===== src/rtl/fetch_pkg.sv =====
// Shared fetch-stage types and constants: bubble encoding, fault codes, IF/ID bundle.
package fetch_pkg;

   localparam logic [31:0] NOP_INSTR      = 32'h0000_0013;

   localparam logic [1:0]  FAULT_NONE     = 2'b00;
   localparam logic [1:0]  FAULT_MISALIGN = 2'b01;
   localparam logic [1:0]  FAULT_RANGE    = 2'b10;

   typedef struct packed {
      logic [31:0] instr;
      logic [31:0] pc;
      logic        valid;
   } ifid_t;

endpackage


===== src/rtl/pc_gen.sv =====
// PC register with next-PC selection (reset / redirect / hold / +4) and ROM range compare.
module pc_gen
   import fetch_pkg::*;
#(
   parameter int          ROM_DEPTH = 1024,
   parameter logic [31:0] RESET_PC  = 32'h0000_0000
) (
   input  logic        clk_i,
   input  logic        rst_ni,
   input  logic        redirect_valid_i,
   input  logic [31:0] redirect_pc_i,
   input  logic        hold_i,
   output logic [31:0] pc_o,
   output logic        in_range_o
);

   localparam logic [29:0] DEPTH_W = 30'(ROM_DEPTH);

   logic [31:0] pc_q, pc_d;

   always_comb begin
      pc_d = pc_q + 32'd4;
      if (redirect_valid_i) pc_d = {redirect_pc_i[31:2], 2'b00};
      else if (hold_i)      pc_d = pc_q;
   end

   always_ff @(posedge clk_i) begin
      if (!rst_ni) pc_q <= RESET_PC;
      else         pc_q <= pc_d;
   end

   // Full word index is compared so a truncated ROM address can never alias into range.
   assign in_range_o = (pc_q[31:2] < DEPTH_W);
   assign pc_o       = pc_q;

endmodule


===== src/rtl/instr_fetch_stage.sv =====
// Fetch stage: drives the ROM address from the PC and loads the IF/ID register, fault latch
// and fetch counter. RUN/PARKED is implied by the PC range check, not held as separate state.
module instr_fetch_stage #(
   parameter int          ADDR_W    = 10,
   parameter int          ROM_DEPTH = 1024,
   parameter logic [31:0] RESET_PC  = 32'h0000_0000,
   parameter logic [31:0] NOP_INSTR = 32'h0000_0013
) (
   input  logic              CLK,
   input  logic              RESET_N,
   output logic [ADDR_W-1:0] ROM_ADDRESS,
   input  logic [31:0]       ROM_DATA,
   input  logic              STALL,
   input  logic              FLUSH,
   input  logic              REDIRECT_VALID,
   input  logic [31:0]       REDIRECT_PC,
   output logic [31:0]       IF_INSTR,
   output logic [31:0]       IF_PC,
   output logic              IF_VALID,
   output logic [1:0]        FAULT,
   output logic [31:0]       FETCH_COUNT
);

   import fetch_pkg::*;

   logic [31:0] pc;
   logic        in_range;
   logic        pc_hold;

   ifid_t       ifid_q, ifid_d;
   logic [1:0]  fault_q, fault_d;
   logic [31:0] cnt_q, cnt_d;

   // Flush refetches the same word, so every non-redirect, non-normal case holds the PC.
   assign pc_hold = FLUSH | STALL | ~in_range;

   pc_gen #(
      .ROM_DEPTH (ROM_DEPTH),
      .RESET_PC  (RESET_PC)
   ) u_pc_gen (
      .clk_i            (CLK),
      .rst_ni           (RESET_N),
      .redirect_valid_i (REDIRECT_VALID),
      .redirect_pc_i    (REDIRECT_PC),
      .hold_i           (pc_hold),
      .pc_o             (pc),
      .in_range_o       (in_range)
   );

   always_comb begin
      ifid_d  = ifid_q;
      fault_d = fault_q;
      cnt_d   = cnt_q;
      if (REDIRECT_VALID) begin
         ifid_d = '{instr: NOP_INSTR, pc: ifid_q.pc, valid: 1'b0};
         if (REDIRECT_PC[1:0] != 2'b00 && fault_q == FAULT_NONE) fault_d = FAULT_MISALIGN;
      end else if (FLUSH) begin
         ifid_d = '{instr: NOP_INSTR, pc: ifid_q.pc, valid: 1'b0};
      end else if (STALL) begin
         ifid_d = ifid_q;
      end else if (!in_range) begin
         ifid_d = '{instr: NOP_INSTR, pc: ifid_q.pc, valid: 1'b0};
         if (fault_q == FAULT_NONE) fault_d = FAULT_RANGE;
      end else begin
         ifid_d = '{instr: ROM_DATA, pc: pc, valid: 1'b1};
         cnt_d  = cnt_q + 32'd1;
      end
   end

   always_ff @(posedge CLK) begin
      if (!RESET_N) begin
         ifid_q  <= '{instr: NOP_INSTR, pc: 32'h0, valid: 1'b0};
         fault_q <= FAULT_NONE;
         cnt_q   <= 32'h0;
      end else begin
         ifid_q  <= ifid_d;
         fault_q <= fault_d;
         cnt_q   <= cnt_d;
      end
   end

   assign ROM_ADDRESS = pc[ADDR_W+1:2];
   assign IF_INSTR    = ifid_q.instr;
   assign IF_PC       = ifid_q.pc;
   assign IF_VALID    = ifid_q.valid;
   assign FAULT       = fault_q;
   assign FETCH_COUNT = cnt_q;

endmodule


===== config.mk =====
export PLATFORM = sky130hd
export DESIGN_NAME = instr_fetch_stage
export DESIGN_NICKNAME = d
export VERILOG_FILES = /design/src/rtl/fetch_pkg.sv /design/src/rtl/pc_gen.sv /design/src/rtl/instr_fetch_stage.sv
export SDC_FILE = /design/constraint.sdc
export NUM_CORES = 1
export LEC_CHECK = 0
export CAP_MARGIN = 20
export CORE_ASPECT_RATIO = 0.7
export CORE_MARGIN = 2
export CORE_UTILIZATION = 46
export CTS_CLUSTER_DIAMETER = 40
export DETAILED_ROUTE_END_ITERATION = 7
export GPL_ROUTABILITY_DRIVEN = 0
export PLACE_DENSITY = 0.88
export SLEW_MARGIN = 20
export SYNTH_ARGS = -nofsm -noshare
export SYNTH_HDL_FRONTEND = slang
export SYNTH_SLANG_ARGS = --single-unit
export TNS_END_PERCENT = 5

===== constraint.sdc =====
create_clock -name CLK -period 3.1 [get_ports CLK]
set_input_delay 0.775 -clock CLK [delete_from_list [all_inputs] [get_ports CLK]]
set_output_delay 0.775 -clock CLK [all_outputs]
set_load 0.02 [all_outputs]

; Word level (Yosys, flattened, before mapping)
; Index checks and enable logic that the tools add are counted.
; Widths: inputs -> output; s select.
[totals]
regBits = 131
out_inout_bits = 109
[classes]
addsub = 2
n_lt_le_gt_ge = 1
eq_ne = 5
muxes = 9
n_bitwise = 7
n_reduce_logical = 8
[ops]
columns = op, n
row1 = $mux 65, 1
row2 = $mux 32, 2
row3 = $add 32x1->32 const B, 1
row4 = $add 32x3->32 const B, 1
row5 = $lt 30x11->1 const B, 1
row6 = $mux 2, 6
row7 = $ne 2x1->1 const B, 3
row8 = $not 1->1, 5
row9 = $reduce_and 5->1, 1
row10 = $ne 2x2->1 const B, 2
row11 = $reduce_and 4->1, 1
row12 = $reduce_bool 2->1, 2
row13 = $reduce_or 3->1, 1
row14 = $logic_not 2->1, 1
row15 = $or 1x1->1, 2
row16 = $reduce_or 2->1, 1
row17 = $logic_and 1x1->1, 1

; Depth between registers and ports, before layout
; Gate-level depths: netlist of run 1.
[depth]
ltp_word = 6
depth_mapped = 7
mapped_depth_nobuf = 6

; Cells and area by module
; A second synthesis of run 1 with hierarchy kept.
[hier_totals]
hier_cells = 677
area_unflattened_um2 = 5735.5
[by_module_without_submodules]
columns = module, n_inst, cells_per_inst, area_per_inst_um2, seq_area_each_um2
row1 = instr_fetch_stage, 1, 455, 3876.2, 1981.9
row2 = pc_gen, 1, 222, 1859.3, 600.6

; Least setup slack after synthesis of run 1
; No wires, ideal clock.
[synth_timing]
kind = input port to flip-flop
startpoint = in REDIRECT_VALID
endpoint = reg cnt_q[31], in the netlist FETCH_COUNT[31]
setup_ps = 70
arrival_ps = 2476
required_ps = 3030
setup_slack_ps = 554
stages = 7
n_path_buf = 2
cell_sequence = clkbuf_1 -> clkinv_1 -> nand3_2 -> or4_1 -> buf_2 -> or4_1 -> a21oi_1
[synth_between]
elab_chain_len = 2
[synth_rtl]
columns = element, line
row1 = start: declaration, instr_fetch_stage.sv:15  ; input logic REDIRECT_VALID,
row2 = $not 1->1 (no line), --
row3 = $reduce_and 4->1 (no line), --
row4 = end signal: assignment, instr_fetch_stage.sv:78  ; cnt_q <= cnt_d;
row5 = end: declaration, instr_fetch_stage.sv:32  ; logic [31:0] cnt_q, cnt_d;
; No other way between the ends.
; A chain may end at the register's enable or synchronous reset.

; Worst setup path after layout of run 1
[layout_timing]
startpoint = in REDIRECT_VALID
endpoint = reg cnt_q[20], in the netlist FETCH_COUNT[20]
; The elaborated chain is that of the path after synthesis.

==> results of run 1 <==
## state kept, by name, indices dropped and copies added (netlist names)
name,cells
FAULT,2
FETCH_COUNT,32
IF_INSTR,32
IF_PC,30
IF_VALID,1
u_pc_gen.pc_o,30
## layer usage
| layer | global-route usage (%) | part of all wire [%] |
|---|---|---|
| met1 | 32.0 | 43 |
| met4 | 9.87 | 1.9 |
| met2 | 40.0 | 48 |
| met5 | 0 | 0 |
| met3 | 6.80 | 7.4 |
## power by group through the flow
stage / Combinational, µW / Clock [µW] / Sequential, µW
6_report: 304 / 2030 / 1700
5_1_grt: 326 / 2130 / 1700
4_1_cts: 303 / 2060 / 1700
3_5_place_dp: 298 / 0 / 1730
3_3_place_gp: 290 / 0 / 1730
2_1_floorplan: 161 / 0 / 1720
## per-stage QoR
| step | worst slack (ns) | power, µW | hold WS [ns] | cell area (µm²) |
|---|---|---|---|---|
| CTS | 0.564 | 4060 | 0.455 | 7720 |
| finish | 0.534 | 4030 | 0.452 | 7720 |
| detailed placement | 0.141 | 2030 | 0.445 | 7110 |
| floorplan | 0.554 | 1880 | 0.466 | 5290 |
| global placement | 0.224 | 2020 | 0.441 | 7110 |
| global route | 0.379 | 4160 | 0.477 | 7720 |
## Yosys cell counts (all sizes together)
cell | instances | area (µm²)
or3 | 18 | 113
o21ai | 30 | 150
and3 | 24 | 150
nand4 | 12 | 90.1
nand3 | 27 | 140
and4 | 6 | 52.6
buf | 16 | 106
clkinv | 1 | 3.75
or4 | 8 | 60.1
nor2 | 41 | 154
o311ai | 1 | 8.76
ha | 2 | 25.0
inv | 4 | 15.0
xnor2 | 13 | 114
dfxtp | 127 | 2540
conb | 1 | 3.75
nor2b | 4 | 25.0
o22ai | 1 | 6.26
mux2i | 21 | 210
nand2 | 69 | 259
nor4 | 13 | 163
xor2 | 4 | 35.0
o21a | 4 | 30.0
o41ai | 1 | 8.76
nor3 | 15 | 75.1
o31ai | 3 | 22.5
nand4b | 1 | 8.76
or4b | 1 | 10.0
nand3b | 29 | 218
clkbuf | 34 | 128
a21oi | 71 | 355
## critical path, delay by kind of cell
| family | cells | cell delay, ns |
|---|---|---|
| buf+inv | 1 | 0.52 |
| simple gates | 4 | 1.47 |
| compound gates | 1 | 0.14 |
## final cells by class
cell class	instances	area, µm²	share of cell area, %
flip-flops and latches	127	2540	32.9
well taps	153	191	2.48
multi-input cells	421	2490	32.3
clock buffers	20	467	6.05
clock inverters	11	139	1.80
repair buffers	190	1860	24.2
inverters	5	18.8	0.243
## cell families (layout without fill, tap and decap cells)
family,Yosys count,count (layout),synth area share (%)
AND/OR/NAND/NOR,268,268,28.7
flip-flops,127,127,48.1
AO/OA/AOI/OAI,111,111,11.0
buffers and inverters,55,226,4.78
multiplexers,21,21,3.98
XOR/XNOR,17,17,2.82
adder cells (fa/ha/maj),2,2,0.474
other,1,2,0.0710
## path summary, 6_finish.rpt
path / start / endpoint / cells after the start
setup reg to reg: u_pc_gen.pc_o[22] / FETCH_COUNT[24] / 5
setup / recovery: REDIRECT_VALID / FETCH_COUNT[20] / 6
hold reg to reg: IF_PC[9] / IF_PC[9] / 2
hold / removal: IF_PC[9] / IF_PC[9] / 2
==> flow_summary.toml, run 1 <==
[clocking]
clk_latency_ns = 0.41
path_clk_slew_ns = 0.06
cts_post_setup_buffers_inserted = 0
cts_resized = 0
cts_tree = "done"
cts_root_buf = "clkbuf_16"
cts_hold_buf = 0
clock_sinks = 127
cts_made_buffers = 17
htree_num_levels = 4
clk_path_buf_depth = 2

[worst_setup_path]
path_cells = "clkdlybuf4s50_1 -> or3_1 -> nor2_1 -> nand3_1 -> or3_1 -> a21oi_1"
worstPathRequired_ns = 3.44
crit_fanout = 12
arrival_ns = 2.91
cp-end-kind = "flip-flop"
r2r_slack_ns = 0.65
start_kind = "primary input"
path_class = "in2reg"
path_common_cell = "or3_1"
slowest_delay_ns = 0.52
critPathSlowestCell = "clkdlybuf4s50_1"

[detailed_routing]
ant_nets = 0
drt-total-wl_mm = 15.6
drcViolationCount = 0
wl_per_cell_um = 16.9
vias_per_cell = 5.42
drtPass1Iterations = 5
drtIter0Drc = 359
dr_total_vias = 5024

[min_path]
hp-class = "reg2reg"

[power_and_ir_drop]
power.density_cell_area_mw_per_mm2 = 523
p_seq_share_pct = 42.0
swShare_pct = 22.3
power.leakage_uw = 0.00267
clkPwrFrac_pct = 50.4
peakVddDrop_uv = 328
combPwrFrac_pct = 7.5
p_sw_uw = 899
internal-power_uw = 3130

[timing]
skew_ns = 0.00949
slew_viol_final = 0
tns_ns = 0
fmax_mhz = 390
period_share_pct = 82.8
slew-limit-headroom_pct = 65.3
setup_viol = 0
hold_violations = 0
fin_crit_ns = 2.57
rsz0062_at_grt = "no"
worstMarginPinSlew_ns = 0.521

[global_route]
grt_usage_pct = 24.9
grt_max_degree = 67
overflow = 0
grt_pass1_vias = 4925
antenna_found_initial = 0
grt_pass1_wl_mm = 24.7

[placement]
place_inst = 896
dp_hpwl_mm = 10.8
io_buffers = 175

[synthesis]
syn-mean-instance-area_um2 = 8.78
ys_types = 37
synth-seq-cells = 127
synth_cells = 602
mappedNetlistArea_mm2 = 0.00528
yosysWarnings = 0
ys_seq_area_share_pct = 48.1

[layout]
fillCellCount = 831
final_nets = 833
layout_commonest_cell = "clkdlybuf4s50_1"
area_delta_synth_final_pct = 46.1
drive_above_1_share_pct = 7.24
stdcell_count = 927
diodes = 0
final_util_pct = 69.6
mostFrequentLayoutCells = "clkdlybuf4s50_1 (175), dfxtp_1 (127), a21oi_1 (71)"

[die]
start_util_pct = 47.6
core_area_mm2 = 0.0111
die_w_um = 132
die_h_um = 93.7
ioPinCount = 178
die_area_mm2 = 0.0124
rows = 32

[run_status]
status = "finished clean"

[flow_run]
cap_violations = 0
(Power assumes the default switching activity.)
==> run 2, diff against run 1 <==
Settings changed: CORE_UTILIZATION 46 to 41, PLACE_DENSITY 0.88 to 0.83.
Clock period 3.1 ns to 2.2 ns, I/O delays scaled along.
==> run 2 against run 1 <==
Net effect: die area up 12%; clock-buffer cell count up 2; sequential cell count unchanged; core utilization down 4.5 points; total power up 48%; largest cell class unchanged; global-route usage down 2.9 points; critical path type is now reg2reg; highest routed layer unchanged.
==> flow_summary.toml, run 2 (synthesis results as in run 1) <==
[placement]
dp_hpwl_mm = 11.0
place_area_mm2 = 0.00740
io_buffers = 175
place_inst = 936
pre_cts_ws_ns = -0.380

[timing]
skew_ns = 0.00825
setup_viol = 0
worstMarginPinSlew_ns = 0.615
hold_ws_ns = 0.456
period_share_pct = 98.8
hold_violations = 0
fin_crit_ns = 2.17
worst_slack_ns = 0.0273
slew_viol_final = 0
fmax_mhz = 460
slew-limit-headroom_pct = 59.0
rsz0062_at_grt = "yes"

[worst_setup_path]
start_kind = "flip-flop"
cp.buffers_inverters = 2
arrival_ns = 2.47
path_common_cell = "o21a_1"
slowest_delay_ns = 0.56
path_cells = "or4_4 -> nor4_4 -> nand3_2 -> buf_8 -> clkbuf_4 -> o21a_1 -> o21a_1"
worstPathRequired_ns = 2.50
critPathSlowestCell = "or4_4"
path_class = "reg2reg"
crit_fanout = 8
cp-end-kind = "flip-flop"
crit_family = "simple AND/OR/NAND/NOR gates"

[layout]
mostFrequentLayoutCells = "clkdlybuf4s50_1 (172), dfxtp_1 (122), a21oi_1 (71)"
stdcell_area_mm2 = 0.00813
area_delta_synth_final_pct = 54.0
stdcell_count = 974
layout_commonest_cell = "clkdlybuf4s50_1"
drive_above_1_share_pct = 12.9
final_nets = 870
diodes = 0

[global_route]
grt_pass1_vias = 4921
grt_max_degree = 66
overflow = 0
grt_pass1_wl_mm = 24.4
antenna_found_initial = 0
grt_usage_pct = 22.0

[detailed_routing]
drt-total-wl_mm = 15.8
vias_per_cell = 5.36
drcViolationCount = 0
ant_nets = 0
drtIter0Drc = 354
wl_per_cell_um = 16.3
drtPass1Iterations = 5
dr_total_vias = 5222

[clocking]
cts_made_buffers = 17
cts_hold_buf = 0
cts_root_buf = "clkbuf_16"
clock_sinks = 127
clk_path_buf_depth = 2
clk_latency_ns = 0.41
htree_num_levels = 4
path_clk_slew_ns = 0.05
cts_tree = "done"

[flow_run]
cap_violations = 0

[die]
die_h_um = 99.0
ioPinCount = 178
die_area_mm2 = 0.0138
core_area_mm2 = 0.0125
start_util_pct = 42.2
rows = 34
die_w_um = 140

[min_path]
hp-class = "reg2reg"

[run_status]
status = "finished clean"

[power_and_ir_drop]
peakVddDrop_uv = 541
power.density_cell_area_mw_per_mm2 = 732
power.leakage_uw = 0.00291
-- run 2: worst min-delay path, stage by stage (launching register included) --
cell	delay, ns
dfxtp_1	0.31
nand2_1	0.05
a21oi_1	0.05
-- run 2: what timing repair did --
item / 4_1_cts / 5_1_grt
gates resized for setup: 3 / 12
buffers inserted: 2 / 4
gates cloned: 0 / 0
endpoints found under the hold margin: 0 / 0
pin swaps: 3 / 11
endpoints found under the setup margin: 5 / 14
-- run 2: path summary, 6_finish.rpt --
check                    start               to  slack (ns)  depth (start not counted)
max          u_pc_gen.pc_o[25]  FETCH_COUNT[27]        0.03                          7
min                   IF_PC[6]         IF_PC[6]        0.46                          2
max reg2reg  u_pc_gen.pc_o[25]  FETCH_COUNT[27]        0.03                          7
min reg2reg           IF_PC[6]         IF_PC[6]        0.46                          2
-- run 2: stage by stage --
stage	power [µW]	setup TNS (ns)	util, %
4_1_cts	5980	0	64.6
5_1_grt	6150	-0.0173	65.0
2_1_floorplan	2660	-0.0143	-
3_3_place_gp	2880	-10.58	59.2
6_report	5950	0	65.0
3_5_place_dp	2900	-14.50	59.2
-- run 2: power by group --
group | total, µW | leakage (µW) | internal, µW | switching, µW
clock | 3080 | 0.000310 | 2070 | 1010
combinational | 483 | 0.00157 | 262 | 221
sequential | 2380 | 0.00103 | 2340 | 44.3
-- run 2: layer usage --
metal	wire, µm	GRT usage (%)	part of all wire (%)	vias to the layer above
li1	-	-	-	2517
met1	6710	28.1	42	2448
met2	7460	35.0	47	228
met3	1330	7.82	8.4	29
met4	342	7.23	2.2	0
met5	0	0	0	-
-- run 2: final cells by class --
type	count	area (µm²)
Clock buffer	22	464
Clock inverter	10	184
Fill cell	993	4370
Inverter	5	23.8
Multi-Input combinational cell	421	2530
Sequential cell	127	2550
Tap cell	162	203
Timing Repair Buffer	227	2170
==> run 3, diff against run 2 <==
Settings changed: ABC_CLOCK_PERIOD_IN_PS set to 2200.
==> results of run 3 <==
No change in the layout: final DEF, timing and power equal those of run 2.
